`config.mk`:
```
export PLATFORM = sky130hd
export DESIGN_NAME = if_fetch_unit
export DESIGN_NICKNAME = d
export VERILOG_FILES = /design/src/rtl/if_fetch_unit.sv
export SDC_FILE = /design/constraint.sdc
export NUM_CORES = 1
export LEC_CHECK = 0
export CORE_MARGIN = 5
export CORE_UTILIZATION = 48
export DETAILED_ROUTE_END_ITERATION = 10
export PLACE_DENSITY = 0.89
export SYNTH_ARGS = -nofsm -noshare
export SYNTH_HDL_FRONTEND = slang
export SYNTH_SLANG_ARGS = --single-unit
```
`constraint.sdc`:
```
create_clock -name clk -period 5.1 [get_ports clk]
set_clock_uncertainty 0.1 [all_clocks]
set_input_delay 0.765 -clock clk [delete_from_list [all_inputs] [get_ports clk]]
set_output_delay 0.765 -clock clk [all_outputs]
set_load 0.005 [all_outputs]
```
`src/rtl/if_fetch_unit.sv`:
```
// Instruction fetch unit: single-outstanding ROM request FSM feeding a small
// in-order instruction buffer whose head is presented to decode.
module if_fetch_unit #(
    parameter logic [31:0] RESET_PC  = 32'h0000_0000,
    parameter int unsigned BUF_DEPTH = 2
) (
    input  logic        clk,
    input  logic        rst,
    output logic        rom_req_o,
    output logic [31:0] rom_addr_o,
    input  logic        rom_ack_i,
    input  logic [31:0] rom_data_i,
    input  logic        flush_i,
    input  logic [31:0] flush_pc_i,
    input  logic        id_ready_i,
    output logic        id_valid_o,
    output logic [31:0] pc_o,
    output logic [31:0] inst_o
);
    localparam int PW = (BUF_DEPTH > 2) ? 2 : 1;
    localparam logic [PW:0] DEPTH_C = (PW + 1)'(BUF_DEPTH);

    typedef enum logic [1:0] {
        S_IDLE,
        S_WAIT,
        S_DROP
    } state_t;

    state_t        state;
    logic [31:0]   fetch_pc;
    logic [31:0]   req_addr;
    logic [31:0]   buf_pc   [BUF_DEPTH];
    logic [31:0]   buf_inst [BUF_DEPTH];
    logic [PW-1:0] rd_ptr;
    logic [PW-1:0] wr_ptr;
    logic [PW:0]   count;

    logic          req;
    logic          accept;
    logic          push;
    logic          pop;
    logic          has_data;
    logic [31:0]   cur_addr;

    always_comb begin
        has_data = (count != '0);
        case (state)
            S_IDLE:         req = (count < DEPTH_C);
            S_WAIT, S_DROP: req = 1'b1;
            default:        req = 1'b0;
        endcase
        // In WAIT/DROP the address is the one latched at issue, so a flush
        // that moves fetch_pc cannot disturb the request on the bus.
        cur_addr = (state == S_IDLE) ? fetch_pc : req_addr;
        accept   = req && rom_ack_i;
        push     = accept && (state != S_DROP) && !flush_i;
        pop      = has_data && id_ready_i && !flush_i;
    end

    always_comb begin
        rom_req_o  = req && !rst;
        rom_addr_o = rom_req_o ? cur_addr : '0;
        id_valid_o = has_data && !rst;
        pc_o       = id_valid_o ? buf_pc[rd_ptr]   : '0;
        inst_o     = id_valid_o ? buf_inst[rd_ptr] : '0;
    end

    always_ff @(posedge clk) begin
        if (push) begin
            buf_pc[wr_ptr]   <= cur_addr;
            buf_inst[wr_ptr] <= rom_data_i;
        end
    end

    always_ff @(posedge clk) begin
        if (rst) begin
            state    <= S_IDLE;
            fetch_pc <= {RESET_PC[31:2], 2'b00};
            req_addr <= '0;
            rd_ptr   <= '0;
            wr_ptr   <= '0;
            count    <= '0;
        end else begin
            case (state)
                S_IDLE: begin
                    if (req && !rom_ack_i) begin
                        req_addr <= fetch_pc;
                        state    <= flush_i ? S_DROP : S_WAIT;
                    end
                end
                S_WAIT: begin
                    if (rom_ack_i)    state <= S_IDLE;
                    else if (flush_i) state <= S_DROP;
                end
                S_DROP: begin
                    if (rom_ack_i) state <= S_IDLE;
                end
                default: state <= S_IDLE;
            endcase

            if (flush_i) begin
                fetch_pc <= {flush_pc_i[31:2], 2'b00};
                rd_ptr   <= '0;
                wr_ptr   <= '0;
                count    <= '0;
            end else begin
                if (push) begin
                    fetch_pc <= cur_addr + 32'd4;
                    wr_ptr   <= wr_ptr + PW'(1);
                end
                if (pop) rd_ptr <= rd_ptr + PW'(1);
                case ({push, pop})
                    2'b10:   count <= count + (PW + 1)'(1);
                    2'b01:   count <= count - (PW + 1)'(1);
                    default: count <= count;
                endcase
            end
        end
    end
endmodule
```
Word-level counts from Yosys, hierarchy flattened
Memory sizes are Yosys's and may differ from the RTL's. A register that Yosys moved wholly into a read port is not among the register bits.
Index checks and enable logic that the tools add are counted.
{ "totals": {"reg_bits": 70, "ramBits": 128, "input_bits": 69, "elab_cells": 62, "memories": 2} }
{ "op_classes": {"n_addsub": 5, "n_lt_le_gt_ge": 1, "eq_ne": 8, "mux": 20, "n_reduce_logical": 19} }
{ "mem_list": {"columns": ["name", "depth", "width", "read_ports", "rd_clocked_by_memory_dff", "wr", "line", "rtl"], "rows": [
  ["buf_inst", 2, 32, 1, 1, 1, "33", "logic [31:0] buf_inst [BUF_DEPTH];"],
  ["buf_pc", 2, 32, 1, 1, 1, "32", "logic [31:0] buf_pc [BUF_DEPTH];"]
]} }
{ "ops": {"columns": ["operator", "count"], "rows": [
  ["2-to-1 mux 32 bit", 6],
  ["adder 32 x 3 -> 32 bit, second input constant", 1],
  ["2-to-1 mux 2 bit", 5],
  ["logical AND 1 bit", 8],
  ["2-to-1 mux 1 bit", 6],
  ["one-hot mux 2 bit (3 select lines)", 1],
  ["nonzero test 2 bit", 3],
  ["equality test 2 x 1 -> 1 bit, second input constant", 2],
  ["equality test 2 bit, second input constant", 2],
  ["!= test 2 bit, second input constant", 2],
  ["one-hot mux 2 bit (2 select lines)", 1],
  ["OR reduction 2 bit", 2],
  ["zero test 1 bit", 3],
  ["!= test 3 bit, second input constant", 1],
  ["AND reduction 3 bit", 1],
  ["adder 1 bit, second input constant", 2],
  ["adder 2 x 1 -> 2 bit, second input constant", 1],
  ["zero test 2 bit", 1],
  ["< comparator 2 bit, second input constant", 1],
  ["!= test 2 x 1 -> 1 bit, second input constant", 1],
  ["one-hot mux 1 bit (2 select lines)", 1],
  ["AND reduction 2 bit", 1],
  ["subtractor 2 x 1 -> 2 bit, second input constant", 1]
]} }

Depth between registers and ports, before layout
{ "logic_depth": {"depth_word": 8, "ltp_mapped": 14} }

Least setup slack after synthesis
No wires, ideal clock.
{ "synth_timing": {"kind": "input -> register", "from": "input port flush_i", "to": "memory buf_inst[0][0] (enable)", "t_arrival_ps": 4427, "required_time_ps": 4513, "slack_ps": 86, "path_stages": 6, "cell_sequence": "clkbuf_1 -> nor4b_1 -> a21boi_1 -> inv_1 -> clkbuf_1 -> nor2_1"} }
{ "synth_between": {"elab_chain_cells": 4} }
{ "synth_lines": {"columns": ["item", "line", "rtl"], "rows": [
  ["from (decl)", "13", "input logic flush_i,"],
  ["zero test 1 bit", "56", "push = accept && (state != S_DROP) && !flush_i;"],
  ["logical AND 1 bit", "56", null],
  ["2-to-1 mux 1 bit", "69", "if (push) begin"],
  ["2-to-1 mux 1 bit (implied by the code)", "71", "buf_inst[wr_ptr] <= rom_data_i;"],
  ["to (decl)", "33", null]
]} }
Every way passes these cells.

Worst setup path in the final report
{ "layout_timing": {"from": "register state[1]", "to": "output port rom_addr_o[16]"} }
{ "layout_between": {"elab_chain_cells": 5, "elab_cells_between_ends": 8, "classes_between": "eq/ne (2); mux (3); reduce/logical (3)"} }
{ "layout_lines": {"columns": ["item", "line", "rtl"], "rows": [
  ["from (decl)", "29", "state_t state;"],
  ["from (signal assigned)", "88", "state <= flush_i ? S_DROP : S_WAIT;"],
  ["equality test 2 bit or equality test 2 x 1 -> 1 bit (tied branches)", "47", "case (state)"],
  ["OR reduction 2 bit", "47", null],
  ["one-hot mux 1 bit (2 select lines)", "47", null],
  ["logical AND 1 bit", "61", "rom_req_o = req && !rst;"],
  ["2-to-1 mux 32 bit (*)", "62", "rom_addr_o = rom_req_o ? cur_addr : '0;"],
  ["to (decl)", "10", "output logic [31:0] rom_addr_o,"]
]} }
Every way passes the cells marked *; elsewhere a longest branch is shown, timed or not.

==> run_results.csv <==
group,metric,value,unit
global_route,grt_pass1_vias,7003,
placement,gp_congestion,0.917,
sta,final_hold_vio_count,0,
worst_setup_path,reg_to_reg_critical_path_endpoint,"fetch_pc[27]$_SDFFE_PP0P_",
global_route,total_track_usage,21.1,%
sta,tns,0,ps
worst_setup_path,reg2reg_setup_slack,1530,ps
floorplan,design.core.area,18800,um2
power,power,0.00464,W
sta,post-route-worst-setup-slack,1020,ps
clock_tree,cts_root_buffer,"sky130_fd_sc_hd__clkbuf_16",
worst_setup_path,reg2regPathDepth,8,
yosys,number_of_distinct_library_cells_after_synthesis,51,
global_route,first_pass_grt_wire_length,37100,um
final_layout,fin_nets,1090,
yosys,synthMostInstantiatedCell,"sky130_fd_sc_hd__edfxtp_1",
final_layout,area_delta_synth_final,26.9,%
clock_tree,clk_latency,430,ps
yosys,post_synth_most_frequent_cells,"sky130_fd_sc_hd__edfxtp_1 (128), sky130_fd_sc_hd__nor2_1 (119), sky130_fd_sc_hd__mux2i_1 (99)",
power,power_density,395,nW/um2
placement,preCtsSetupSlack,1520,ps
worst_setup_path,startpoint,"state[1]$_SDFFE_PP0P_",
clock_tree,tritoncts_clock_tree,"done",
worst_setup_path,end_kind,"output port",
yosys,post_synthesis_cell_area,9240,um2
sta,number_of_failing_setup_endpoints_in_the_final_timing_report,0,
sta,grt_setup_unrepaired,"no",
yosys,post_synth.cell_area_avg,10.6,um2
min_path,min_delay_path_class,"flip-flop to flip-flop",
yosys,synth_largest_type_area_fraction,41.6,%
clock_tree,cts-hold-fix-buffers,0,
worst_setup_path,critical-path-max-stage-delay,790,ps
min_path,timing.hold.worst.start,"req_addr[31]$_SDFFE_PP0P_",
floorplan,chipHeight,149,um
worst_setup_path,critical_path_arrival,3210,ps
sta,pin_slew_with_the_least_headroom_to_its_limit,1110,ps
worst_setup_path,crit_fanout,38,
final_layout,share_of_layout_cells_above_drive_strength_1,5.65,%
routing,postRouteWirelength,23500,um
clock_tree,cts_setup_buffers,0,
sta,final_slew_violations,0,
placement,numPortBuffers,164,
worst_setup_path,cp_slowest_cell,"sky130_fd_sc_hd__ha_2",
worst_setup_path,critPathLaunchType,"flip-flop",
sta,final.period_utilization,80.0,%
routing,vias_per_cell,5.69,
floorplan,die_area,22100,um2
clock_tree,clkSinkCount,199,
yosys,async_reset_ff_share,0,%
worst_setup_path,worstSetupPathType,"flip-flop to output port",
placement,post-dp-hpwl,16200,um
yosys,synth.ff_latch_count,199,
sta,min_period,4080,ps
worst_setup_path,required,4240,ps
yosys,yosys_most_used_dff,"sky130_fd_sc_hd__edfxtp_1",
global_route,largest_net_degree_at_the_start_of_global_routing,65,
global_route,globalRouteOverflowTotal,0,
yosys,synth_nets,949,
floorplan,row_count,50,
worst_setup_path,critical_r2r_launch,"state[1]$_SDFFE_PP0P_",
worst_setup_path,crit_chain,"inv_1, ha_2, buf_4, mux2i_1, nor2_1, clkdlybuf4s50_1",
clock_tree,number_of_cts_inserted_buffers,17,
yosys,ys_warn_count,0,
routing,wl_per_cell,18.3,um
yosys,yosysTopAreaCell,"sky130_fd_sc_hd__edfxtp_1",
power,power.leakage,4.11,nW
power,ir_drop,0.226,mV
floorplan,count_of_boundary_i_o_pins,167,
global_route,antenna_found_initial,0,
routing,drc_errors,0,
final_layout,num-fill-cells,1471,
status,run_status,"completed",
clock_tree,cts_resized,0,
clock_tree,cts.path.max_buffers,2,
routing,dr.pass1.iters,6,
min_path,holdPathEnd,"req_addr[31]$_SDFFE_PP0P_",
yosys,synth_cells,873,
yosys,synth_edf_count,128,
routing,detail_route.iter0.violations,862,
floorplan,initial_utilization,49.1,%
min_path,worstHoldPathCells,2,
clock_tree,cts_htree_levels,4,
routing,routed-via-count,7325,
final_layout,diodes_inserted,0,
sta,clock.fmax,245,MHz
yosys,synth_top_cells_by_area,"sky130_fd_sc_hd__edfxtp_1 (42%), sky130_fd_sc_hd__dfxtp_1 (15%), sky130_fd_sc_hd__mux2i_1 (11%), sky130_fd_sc_hd__nor2_1 (4.8%), sky130_fd_sc_hd__nand2_1 (3.9%)",
flow_run,maxCapViolCount,0,
yosys,ys_seq_area_share,57.0,%
floorplan,die_w,149,um
routing,ant_nets,0,
clock_tree,worst_setup_hold_path_clk_slew,70,ps
sta,relSlewSlack,25.9,%
worst max-delay path, delay by kind of cell, from the launching register on:
| family | cells | cell delay [ps] |
|---|---|---|
| adder cells (fa/ha/maj) | 1 | 790 |
| flip-flops | 1 | 340 |
| AND/OR/NAND/NOR | 1 | 110 |
| buffers and inverters | 3 | 980 |
| multiplexers | 1 | 540 |
final cells by class:
class | instances | area, um2 | share of cell area, %
inverter | 38 | 143 | 1.22
timing repair buffer | 177 | 1760 | 15.0
sequential | 199 | 5270 | 44.9
clock inverter | 14 | 149 | 1.27
clock buffer | 18 | 429 | 3.66
tap | 260 | 325 | 2.77
multi-input combinational | 581 | 3650 | 31.1
kinds of logic (layout without fill, tap and decap cells):
group                    after synthesis  count (layout)  synth area share [%]
XOR/XNOR                              12              12                  1.14
AO/OA/AOI/OAI                        136             136                  9.68
multiplexers                         104             104                  11.3
buffers and inverters                 93             247                  3.97
adder cells (fa/ha/maj)                7               7                 0.948
AND/OR/NAND/NOR                      322             322                  16.0
flip-flops                           199             199                  57.0
worst max-delay path by stage:
stage | endpoint | slack [ps]
floorplan | buf_inst[0][0]$_DFFE_PP_ | 90
global placement | rom_addr_o[16] | 1530
detailed placement | rom_addr_o[22] | 1520
CTS | rom_addr_o[22] | 1040
global route | rom_addr_o[16] | 780
finish | rom_addr_o[16] | 1020
metrics by stage:
stage | instance area, um2 | std cells | hold slack, ps | utilization (%)
finish | 11700 | 1287 | 359 | 62.3
global route | 11700 | 1287 | 391 | 62.3
global placement | 11100 | 1255 | 342 | 59.2
floorplan | 9240 | 873 | 336 | -
CTS | 11700 | 1287 | 361 | 62.3
detailed placement | 11100 | 1255 | 352 | 59.2
report_power, final:
part | total (W) | internal (W) | switching, W | leakage (nW)
clock network | 0.00132 | 0.000727 | 0.000592 | 0.282
logic | 0.00128 | 0.000489 | 0.000795 | 2.07
registers | 0.00203 | 0.00194 | 0.0000960 | 1.76
total | 0.00464 | 0.00315 | 0.00148 | 4.11
routing by layer:
layer	GRT usage, %	part of all wire [%]
met5	0	0
met4	7.64	2.7
met3	5.07	8.8
met2	34.9	48
met1	27.3	40
sequential cells by signal, summed over array words and instances (netlist names), named ones only:
signal and flops:
rd_ptr 1, count 2, req_addr 32, state 2, fetch_pc 32, buf_pc 64
wr_ptr 1, buf_inst 64
cells in the final DEF (no fill, tap or decap), types with 5 or more instances in the layout:
cell and instances:
sky130_fd_sc_hd__nand4b_1 8, sky130_fd_sc_hd__a211oi_1 7, sky130_fd_sc_hd__clkbuf_16 17, sky130_fd_sc_hd__and2_1 10
sky130_fd_sc_hd__nand3_1 35, sky130_fd_sc_hd__inv_1 38, sky130_fd_sc_hd__o22ai_1 5, sky130_fd_sc_hd__a21oi_1 47
sky130_fd_sc_hd__a22oi_1 8, sky130_fd_sc_hd__edfxtp_1 128, sky130_fd_sc_hd__clkdlybuf4s50_1 163, sky130_fd_sc_hd__mux2_2 5
sky130_fd_sc_hd__o32ai_1 5, sky130_fd_sc_hd__a31oi_1 22, sky130_fd_sc_hd__ha_1 6, sky130_fd_sc_hd__nor2b_1 7
sky130_fd_sc_hd__nand3b_1 8, sky130_fd_sc_hd__buf_4 11, sky130_fd_sc_hd__a222oi_1 10, sky130_fd_sc_hd__mux2i_1 99
sky130_fd_sc_hd__o21ai_0 10, sky130_fd_sc_hd__nand4_1 16, sky130_fd_sc_hd__nand2_1 97, sky130_fd_sc_hd__nor2_1 118
sky130_fd_sc_hd__xnor2_1 9, sky130_fd_sc_hd__dfxtp_1 70
No activity file was read; power rests on OpenSTA's default activity.
